**src/rtl/stack_ctrl.sv**
```systemverilog
// Stack pointer/controller: TOS held in a register, deeper entries in an external 2-port memory.
// Ops complete at the next clk edge; ready drops in FAULT until clr.
module stack_ctrl #(
    parameter int DEPTH = 4,
    parameter int WIDTH = 16
) (
    input  logic             clk,
    input  logic             resetq,
    input  logic             push,
    input  logic             pop,
    input  logic [WIDTH-1:0] push_data,
    input  logic             clr,
    output logic             ready,
    output logic [WIDTH-1:0] tos,
    output logic             empty,
    output logic             full,
    output logic [DEPTH:0]   count,
    output logic             err_overflow,
    output logic             err_underflow,
    output logic [DEPTH-1:0] mem_ra,
    input  logic [WIDTH-1:0] mem_rd,
    output logic             mem_we,
    output logic [DEPTH-1:0] mem_wa,
    output logic [WIDTH-1:0] mem_wd
);

    typedef enum logic {RUN = 1'b0, FAULT = 1'b1} state_t;

    localparam logic [DEPTH:0] CAP = {1'b1, {DEPTH{1'b0}}};
    localparam logic [DEPTH:0] ONE = {{DEPTH{1'b0}}, 1'b1};
    localparam logic [DEPTH:0] TWO = ONE + ONE;

    state_t           r_state;
    logic [DEPTH:0]   r_count;
    logic [WIDTH-1:0] r_tos;
    logic             r_ovf;
    logic             r_unf;

    logic             w_full;
    logic             w_empty;
    logic             w_run;
    logic [DEPTH:0]   w_cnt_m1;
    logic [DEPTH:0]   w_cnt_m2;

    assign w_full   = (r_count == CAP);
    assign w_empty  = (r_count == '0);
    assign w_run    = (r_state == RUN);
    assign w_cnt_m1 = r_count - ONE;
    assign w_cnt_m2 = r_count - TWO;

    assign ready         = w_run;
    assign tos           = r_tos;
    assign empty         = w_empty;
    assign full          = w_full;
    assign count         = r_count;
    assign err_overflow  = r_ovf;
    assign err_underflow = r_unf;

    // The old TOS spills to memory only on a plain push onto a non-empty, non-full stack.
    assign mem_ra = w_cnt_m2[DEPTH-1:0];
    assign mem_wa = w_cnt_m1[DEPTH-1:0];
    assign mem_wd = r_tos;
    assign mem_we = !resetq && w_run && !clr && push && !pop && !w_empty && !w_full;

    always_ff @(posedge clk or posedge resetq) begin
        if (resetq) begin
            r_state <= RUN;
            r_count <= '0;
            r_tos   <= '0;
            r_ovf   <= 1'b0;
            r_unf   <= 1'b0;
        end else if (clr) begin
            r_state <= RUN;
            r_count <= '0;
            r_tos   <= '0;
            r_ovf   <= 1'b0;
            r_unf   <= 1'b0;
        end else if (r_state == RUN) begin
            case ({push, pop})
                2'b10: begin
                    if (w_full) begin
                        r_ovf   <= 1'b1;
                        r_state <= FAULT;
                    end else begin
                        r_tos   <= push_data;
                        r_count <= r_count + ONE;
                    end
                end
                2'b01: begin
                    if (w_empty) begin
                        r_unf   <= 1'b1;
                        r_state <= FAULT;
                    end else begin
                        r_tos   <= (r_count >= TWO) ? mem_rd : '0;
                        r_count <= w_cnt_m1;
                    end
                end
                2'b11: begin
                    // Replace; on an empty stack this degenerates to a plain push.
                    r_tos <= push_data;
                    if (w_empty) begin
                        r_count <= ONE;
                    end
                end
                default: begin
                end
            endcase
        end
    end

endmodule

```
**config.mk**
```make
export PLATFORM = sky130hd
export DESIGN_NAME = stack_ctrl
export DESIGN_NICKNAME = d
export VERILOG_FILES = /design/src/rtl/stack_ctrl.sv
export SDC_FILE = /design/constraint.sdc
export NUM_CORES = 1
export LEC_CHECK = 0
export BUFFER_PORTS_ARGS = -buffer_cell sky130_fd_sc_hd__clkbuf_2
export CAP_MARGIN = 0
export CORE_MARGIN = 8
export CORE_UTILIZATION = 46
export CTS_CLUSTER_SIZE = 30
export DETAILED_ROUTE_END_ITERATION = 7
export PLACE_DENSITY = 0.91
export SLEW_MARGIN = 20
export SYNTH_ARGS = -nofsm -noshare
export SYNTH_HDL_FRONTEND = slang
export SYNTH_SLANG_ARGS = --single-unit
```
**constraint.sdc**
```tcl
create_clock -name clk -period 2.5 [get_ports clk]
set_input_delay 0.125 -clock clk [delete_from_list [all_inputs] [get_ports clk]]
set_output_delay 0.125 -clock clk [all_outputs]
set_load 0.005 [all_outputs]
```
==> impl_metrics.ini, run 1 <==
[global_route]
grt_first_pass_wirelength_um = 8000
grt_antenna_before_repair = 0
grt_pass1_vias = 1628
grt_start_max_net_pins = 25
globalRouteOverflowTotal = 0
globalRouteTotalUtil = 0.157

[clock_tree]
cts_setup_buffers = 0
tritoncts_num_sinks = 24
cts_resized = 0
clkTransAtPathRegs_ps = 90
cts_max_level = 1
postCtsHoldBufs = 0
maximum_buffer_depth_of_the_clock_tree = 2
cts_tree = built
cts_buffers = 3
clkLatencyLatePin_ps = 270
clock-root-buffer = sky130_fd_sc_hd__clkbuf_8

[power]
vdd.ir_drop.worst_mv = 0.321
pwr_density_cell_nw_per_um2 = 640
post-layout-total-power_mw = 1.37
power.leakage_nw = 1.11

[timing]
setup_viol = 0
post_route_fraction_of_the_period_consumed_by_the_critical_path = 0.807
finalHoldViolations = 0
finalWorstPathRequiredPeriod_ps = 2020
timing.setup.tns_ps = 0
slew_violations = 0
grt_setup_unrepaired = false
timing.max_slew.rel_slack = 0.386
timing_worst_slew_pin_value_ps = 920
max_freq_ghz = 0.496
timing.clock.skew_ps = 5.05

[critical_path]
worstPathCellList = inv_1 -> ha_1 -> or3b_4 -> o21ai_4 -> o21ba_1 -> buf_4 -> o2bb2ai_1
worst_setup_path_end_kind = register
worst_ep_arrival_time_ps = 2210
worst_path_largest_cell_delay_ps = 450
start_kind = register
worstReg2RegStart = count[1]
critPathMaxFanout = 16
cp.buffers_inverters = 2
r2r_end = mem_wd[13]
family_with_the_most_delay_on_the_worst_path = compound AO/OA/AOI/OAI gates
timing.setup.critical_path_class = register to register
worst-r2r-cell-count = 7
required_ps = 2700
r2r_slack_ps = 480
worst_path_max_delay_cell = sky130_fd_sc_hd__dfrtp_1

[place]
dpl.hpwl_um = 3720
place_inst = 280
gp_routability_congestion = 0.898
numPortBuffers = 87

[floorplan]
die_w_um = 77.8
boundaryPins = 88
floorplan.die_area_um2 = 6050
std_cell_rows = 22
initial_core_util = 0.480
die_height_um = 77.8
core_um2 = 3660

[detailed_routing]
antenna_left = 0
route.vias.total = 1547
routed_wirelength_um = 4810
via_per_inst = 5.45
drt-pass1-iter-count = 4
detail_route.wl_per_cell_um = 16.9
drt-initial-drc-count = 91
drt_drc_violations_left = 0

[finish]
flow.area_growth_from_synthesis_pct = 21.4
antenna_cells_inserted = 0
stdcell_count = 284
layout.filler_cells = 317
fin_nets = 284
drive_gt1_frac = 0.479

[yosys]
post_synth_num_cell_types = 41
synth_instances = 168
yosys.area.top_type_share = 0.342
postSynthAreaPerCell_um2 = 10.5
synth_top_area_cell = sky130_fd_sc_hd__dfrtp_1
post_synth_edffs = 0
synth.net_count = 215
post_synthesis_cell_area_um2 = 1760
ys_warnings = 0
async_reset_ff_frac = 1.00
postSynthRegisterBits = 24
ys.flop_type = sky130_fd_sc_hd__dfrtp_1
synth.yosys.seq_area_share = 0.342
synth.top_cells.by_area = sky130_fd_sc_hd__dfrtp_1 (34%), sky130_fd_sc_hd__o2bb2ai_2 (8.5%), sky130_fd_sc_hd__buf_4 (8.1%), sky130_fd_sc_hd__ha_1 (7.1%), sky130_fd_sc_hd__a22oi_1 (6.8%)

[worst_hold_path]
worst_min_delay_path_category = primary input to asynchronous set/reset pin

[outcome]
status = finished clean

[job]
reported_max_cap_violation_count = 0
==> state kept, by name, indices dropped and copies added, names as in the netlist <==
register       count
count              5
err_overflow       1
err_underflow      1
mem_wd            16
r_state            1
==> report_power, final <==
part	internal [mW]	leakage [nW]	switching, mW
logic	0.247	0.746	0.286
registers	0.432	0.323	0.0525
clock network	0.214	0.0357	0.134
total	0.893	1.11	0.473
==> worst max-delay path by stage <==
stage,startpoint,endpoint,slack [ps],depth (start not counted)
CTS,count[1],mem_wd[10],490,7
global route,count[1],mem_wd[13],340,7
finish,count[1],mem_wd[13],480,7
floorplan,count[0],mem_wd[0],460,9
detailed placement,count[1],mem_wd[13],510,7
global placement,count[1],mem_wd[13],620,7
==> cells in the mapped netlist (2+ instances only) <==
cell,count
sky130_fd_sc_hd__a31oi_1,4
sky130_fd_sc_hd__a211oi_1,3
sky130_fd_sc_hd__o21ai_0,3
sky130_fd_sc_hd__o2bb2ai_1,6
sky130_fd_sc_hd__a41oi_1,2
sky130_fd_sc_hd__xor2_1,3
sky130_fd_sc_hd__a22o_1,2
sky130_fd_sc_hd__inv_1,12
sky130_fd_sc_hd__dfrtp_1,24
sky130_fd_sc_hd__nor2_1,12
sky130_fd_sc_hd__buf_4,19
sky130_fd_sc_hd__a21oi_1,4
sky130_fd_sc_hd__nand2_1,4
sky130_fd_sc_hd__or4_1,2
sky130_fd_sc_hd__a22oi_1,16
sky130_fd_sc_hd__ha_1,10
sky130_fd_sc_hd__clkbuf_1,3
sky130_fd_sc_hd__o2bb2ai_2,10
sky130_fd_sc_hd__mux2i_1,3
sky130_fd_sc_hd__buf_6,5
==> layer usage <==
metal,GRT usage,vias up,wire [um]
met5,0,-,0
met4,0.0340,0,29
met3,0.0634,4,584
met2,0.247,83,2160
met1,0.196,728,2040
li1,-,732,-
==> layout by cell type (no fill, tap or decap), types with 4 or more instances in the layout <==
cell type,count
sky130_fd_sc_hd__a21oi_1,4
sky130_fd_sc_hd__a22oi_1,16
sky130_fd_sc_hd__a31oi_1,4
sky130_fd_sc_hd__buf_4,6
sky130_fd_sc_hd__clkbuf_2,87
sky130_fd_sc_hd__dfrtp_1,24
sky130_fd_sc_hd__ha_1,10
sky130_fd_sc_hd__inv_1,12
sky130_fd_sc_hd__nand2_1,4
sky130_fd_sc_hd__nor2_1,12
sky130_fd_sc_hd__o2bb2ai_1,6
sky130_fd_sc_hd__o2bb2ai_2,10
==> layout make-up <==
cell class                      instances  area (um2)  share of cell area
Tap cell                               48        60.1              0.0282
Clock buffer                            3        41.3              0.0194
Clock inverter                          1        30.0              0.0141
Multi-Input combinational cell        102         872               0.409
Inverter                               13        48.8              0.0229
Timing Repair Buffer                   93         480               0.225
Sequential cell                        24         601               0.282
==> cell families after synthesis <==
logic type / Yosys count / share of synthesized area
flops: 24 / 0.342
fa+ha+maj: 10 / 0.0712
xor+xnor: 3 / 0.0150
mux: 4 / 0.0299
simple gates: 24 / 0.0705
compound gates: 61 / 0.310
buf+inv: 42 / 0.162
==> stage by stage <==
step	utilization	hold slack (ps)	setup WS [ps]	instance area, um2
global route	0.583	127	339	2130
finish	0.583	30.6	483	2130
detailed placement	0.563	369	511	2060
floorplan	-	140	463	1760
global placement	0.563	341	616	2060
CTS	0.583	71.9	488	2130
Power figures use the tool's default switching activity.
==> run 2, diff against run 1 <==
==> constraint.sdc (replaced) <==
create_clock -name clk -period 2.1 [get_ports clk]
set_input_delay 0.105 -clock clk [delete_from_list [all_inputs] [get_ports clk]]
set_output_delay 0.105 -clock clk [all_outputs]
set_load 0.005 [all_outputs]
==> impl_metrics.ini, run 2 (synthesis gave the netlist of run 1 again) <==
[detailed_routing]
detail_route.wl_per_cell_um = 16.2
topRoutingLayerUsed = met4
drt-met1-wl_um = 1920
route.vias.total = 1553
route.met3.wl_um = 522
met2RoutedLength_um = 2260
drt_drc_violations_left = 0
via_per_inst = 5.34
antenna_left = 0
routed_wirelength_um = 4730
drt-initial-drc-count = 68
drt-pass1-iter-count = 4

[critical_path]
cp.buffers_inverters = 2
r2r_slack_ps = 170
worst-r2r-cell-count = 7
worst_path_largest_cell_delay_ps = 460
r2r_end = count[3]
worstPathCellList = inv_1 -> ha_1 -> nor3b_1 -> buf_4 -> a31oi_1 -> nor4_1 -> a22o_1
worst_ep_arrival_time_ps = 2140
worstReg2RegStart = count[1]
critPathMaxFanout = 5
start_kind = register
family_with_the_most_delay_on_the_worst_path = simple AND/OR/NAND/NOR gates
worst_path_max_delay_cell = sky130_fd_sc_hd__nor4_1
worst_setup_path_startpoint = count[1]
worst_setup_path_end_kind = register
timing.setup.critical_path_class = register to register
required_ps = 2320

[place]
dpl.hpwl_um = 3730
gp_routability_congestion = 0.866
place_inst = 286
numPortBuffers = 87

[floorplan]
die_height_um = 77.8
core_um2 = 3660
floorplan.die_area_um2 = 6050
die_w_um = 77.8
initial_core_util = 0.480
boundaryPins = 88
std_cell_rows = 22

[finish]
layout.filler_cells = 339
stdcell_count = 291
multi_input_area_um2 = 872
largest_register_ff_count = 16
final_cell_mix = sky130_fd_sc_hd__clkbuf_2 (87), sky130_fd_sc_hd__dfrtp_1 (24), sky130_fd_sc_hd__a22oi_1 (16)
antenna_cells_inserted = 0
most_common_cell_after_layout_fill_and_taps_aside = sky130_fd_sc_hd__clkbuf_2
layout.area.seq_um2 = 601
drive_gt1_frac = 0.490
flow.area_growth_from_synthesis_pct = 24.6
fin_nets = 291

[clock_tree]
cts_buffers = 3
clkLatencyLatePin_ps = 270
clock-root-buffer = sky130_fd_sc_hd__clkbuf_8
cts_setup_buffers = 0
maximum_buffer_depth_of_the_clock_tree = 2
clkTransAtPathRegs_ps = 90
cts_resized = 0
tritoncts_num_sinks = 24
cts_max_level = 1
cts_tree = built

[outcome]
status = finished clean

[global_route]
grt_antenna_before_repair = 0
globalRouteTotalUtil = 0.154
grt_pass1_vias = 1616
globalRouteOverflowTotal = 0
grt_first_pass_wirelength_um = 7860
grt_start_max_net_pins = 25

[worst_hold_path]
worstHoldStart = mem_rd[10]
holdPathStages = 3
hold_end = mem_wd[10]
worst_min_delay_path_category = primary input to register

[timing]
grt_setup_unrepaired = false
timing_worst_slew_pin_value_ps = 569
timing.setup.tns_ps = 0
setup_viol = 0
finalHoldViolations = 0
timing.max_slew.rel_slack = 0.617
slew_violations = 0
post_route_fraction_of_the_period_consumed_by_the_critical_path = 0.917
max_freq_ghz = 0.519
timing.clock.skew_ps = 5.69
finalWorstPathRequiredPeriod_ps = 1930

[job]
reported_max_cap_violation_count = 0

[power]
vdd.ir_drop.worst_mv = 0.492
pwr_density_cell_nw_per_um2 = 750
power.leakage_nw = 1.14
## run 2: layout make-up
type                            instances  area share
Sequential cell                        24       0.274
Clock inverter                          1      0.0137
Inverter                               13      0.0223
Multi-Input combinational cell        102       0.399
Timing Repair Buffer                  100       0.245
Tap cell                               48      0.0274
Clock buffer                            3      0.0189
## run 2: worst register-to-register path: cells and delay by family (launching register included)
family                   cells  cell delay, ps
AND/OR/NAND/NOR              2             680
flip-flops                   1             380
adder cells (fa/ha/maj)      1             190
AO/OA/AOI/OAI                2             300
buffers and inverters        2             320
## run 2: what timing repair did
item | in CTS | in global routing
hold buffers | 1 | 0
setup endpoints to repair | 0 | 0
hold endpoints to repair | 24 | 0
## run 2: power by group
group	switching [mW]	leakage (nW)	internal (mW)	total (mW)
Combinational	0.351	0.781	0.315	0.666
Sequential	0.0518	0.323	0.514	0.566
Clock	0.155	0.0357	0.255	0.410
Total	0.557	1.14	1.08	1.64
## run 2: worst max-delay path by stage
stage                      end  slack [ps]  depth (start not counted)
finish                count[3]         170                          7
global route        mem_wd[13]          20                          7
CTS                 mem_wd[13]         180                          7
detailed placement  mem_wd[11]         200                          7
global placement      count[3]         280                          7
floorplan            mem_wd[0]          60                          9
## run 2: metrics by stage
step / hold slack [ps] / utilization / setup slack, ps / instance area, um2 / power, mW
after floorplan: 120 / - / 63.3 / 1760 / 1.03
after global placement: 150 / 0.576 / 282 / 2110 / 1.23
after detailed placement: 164 / 0.576 / 204 / 2110 / 1.25
after CTS: 126 / 0.598 / 176 / 2190 / 1.66
after global routing: 140 / 0.598 / 24.8 / 2190 / 1.75
final: 126 / 0.598 / 175 / 2190 / 1.64
## run 2: routing by layer
metal / track usage / up-vias
met5: 0 / -
met4: 0.0226 / 0
met3: 0.0622 / 2
met2: 0.251 / 80
met1: 0.188 / 721
li1: - / 750
==> run 3, diff against run 2 <==
--- a/config.mk
+++ b/config.mk
@@ -8,10 +8,12 @@
 export BUFFER_PORTS_ARGS = -buffer_cell sky130_fd_sc_hd__clkbuf_2
 export CAP_MARGIN = 0
 export CORE_MARGIN = 8
-export CORE_UTILIZATION = 46
+export CORE_UTILIZATION = 47
+export CTS_BUF_LIST = sky130_fd_sc_hd__clkbuf_4
+export CTS_CLUSTER_DIAMETER = 100
 export CTS_CLUSTER_SIZE = 30
 export DETAILED_ROUTE_END_ITERATION = 7
-export PLACE_DENSITY = 0.91
+export PLACE_DENSITY = 0.93
 export SLEW_MARGIN = 20
 export SYNTH_ARGS = -nofsm -noshare
 export SYNTH_HDL_FRONTEND = slang
==> impl_metrics.ini, run 3 (synthesis gave the netlist of run 1 again) <==
[global_route]
grt_start_max_net_pins = 25
globalRouteOverflowTotal = 0
grt_first_pass_wirelength_um = 7960
grt_pass1_vias = 1592
globalRouteTotalUtil = 0.159
grt_antenna_before_repair = 1

[power]
power.leakage_nw = 1.13
post-layout-total-power_mw = 1.57
vdd.ir_drop.worst_mv = 0.352
pwr_density_cell_nw_per_um2 = 724

[critical_path]
r2r_slack_ps = 150
worst_ep_arrival_time_ps = 2200
worst_setup_path_startpoint = count[1]
required_ps = 2350
endpoint = mem_wd[14]
worst-r2r-cell-count = 7
worst_setup_path_end_kind = register
timing.setup.critical_path_class = register to register
worstReg2RegStart = count[1]
start_kind = register
r2r_end = mem_wd[14]
critPathMaxFanout = 16

[detailed_routing]
drt_drc_violations_left = 0
drt-met1-wl_um = 1970
route.vias.total = 1573
via_per_inst = 5.42
met2RoutedLength_um = 2310
routed_wirelength_um = 4790
route.met3.wl_um = 449
detail_route.wl_per_cell_um = 16.5
drt-initial-drc-count = 43
drt-pass1-iter-count = 4
topRoutingLayerUsed = met4
antenna_left = 0

[worst_hold_path]
worstHoldStart = mem_rd[9]
worst_min_delay_path_category = primary input to register

[floorplan]
die_height_um = 77.1
die_w_um = 77.1
core_um2 = 3630
initial_core_util = 0.483
boundaryPins = 88
floorplan.die_area_um2 = 5950
std_cell_rows = 22

[place]
preCtsSetupSlack_ps = 63.9
dpl.hpwl_um = 3810
gp_routability_congestion = 0.887
numPortBuffers = 87

[finish]
drive_gt1_frac = 0.490
largest_register_ff_count = 16
final_cell_mix = sky130_fd_sc_hd__clkbuf_2 (87), sky130_fd_sc_hd__dfrtp_1 (24), sky130_fd_sc_hd__a22oi_1 (16)
fin_nets = 289
layout.filler_cells = 330
most_common_cell_after_layout_fill_and_taps_aside = sky130_fd_sc_hd__clkbuf_2
flow.area_growth_from_synthesis_pct = 23.7

[outcome]
status = finished clean

[timing]
slew_violations = 0
timing.max_slew.rel_slack = 0.399
post_route_fraction_of_the_period_consumed_by_the_critical_path = 0.927
grt_setup_unrepaired = false
max_freq_ghz = 0.514
finalWorstPathRequiredPeriod_ps = 1950
timing.setup.tns_ps = 0
hold_slack_ps = 78.2
timing_worst_slew_pin_value_ps = 901
timing.clock.skew_ps = 3.36
finalHoldViolations = 0
setup_viol = 0
post-route-worst-setup-slack_ps = 154

[clock_tree]
clock-root-buffer = sky130_fd_sc_hd__clkbuf_4
maximum_buffer_depth_of_the_clock_tree = 2
tritoncts_num_sinks = 24
cts_max_level = 1
cts_buffers = 3
clkTransAtPathRegs_ps = 130
cts_tree = built
clkLatencyLatePin_ps = 320

[job]
reported_max_cap_violation_count = 0
[run 3: changes by cell type in the layout (fill, tap and decap cells not counted), sizes merged]
cell | before | now
buf | 12 | 10
diode | 0 | 1
[run 3: how the worst min path moves through the flow]
stage / cells past startpoint / end
final: 3 / mem_wd[9]
after global routing: 3 / mem_wd[8]
after CTS: 3 / mem_wd[9]
after detailed placement: 2 / count[4]
after global placement: 2 / err_overflow
after floorplan: 1 / count[0]
[run 3: power breakdown]
| group | leakage [nW] | switching [mW] | internal (mW) | total [mW] |
|---|---|---|---|---|
| combinational | 0.777 | 0.351 | 0.319 | 0.670 |
| clock | 0.0279 | 0.140 | 0.193 | 0.333 |
| sequential | 0.323 | 0.0558 | 0.514 | 0.570 |
| total | 1.13 | 0.547 | 1.03 | 1.57 |
[run 3: worst max-delay path: stages, from the launching register on]
cell,delay [ps]
sky130_fd_sc_hd__dfrtp_1,480
sky130_fd_sc_hd__inv_2,100
sky130_fd_sc_hd__ha_1,190
sky130_fd_sc_hd__or3b_4,270
sky130_fd_sc_hd__nor2_1,80
sky130_fd_sc_hd__or4_1,430
sky130_fd_sc_hd__buf_6,190
sky130_fd_sc_hd__o2bb2ai_1,140
[run 3: stage by stage]
step | utilization | cells | cell area, um2
after global routing | 0.598 | 290 | 2170
after CTS | 0.596 | 289 | 2170
after floorplan | - | 168 | 1760
final | 0.598 | 290 | 2170
after detailed placement | 0.579 | 284 | 2100
after global placement | 0.579 | 284 | 2100
[run 3: layer usage]
metal / track usage / vias to the layer above
li1: - / 753
met2: 0.256 / 67
met3: 0.0699 / 6
met1: 0.180 / 747
met4: 0.0623 / 0
met5: 0 / -
[run 3: repair_timing]
action                     4_1_cts  5_1_grt
hold endpoints to repair        24        0
buffers inserted                 0        0
setup endpoints to repair        0       18
hold buffers                     1        0
resized for setup                0        3
[run 3: final cells by class]
cell class	instances	area [um2]	area share
Antenna cell	1	2.50	0.00115
Clock buffer	3	22.5	0.0104
Clock inverter	1	30.0	0.0138
Inverter	13	48.8	0.0225
Multi-Input combinational cell	102	872	0.401
Sequential cell	24	601	0.276
Tap cell	48	60.1	0.0276
Timing Repair Buffer	98	537	0.247
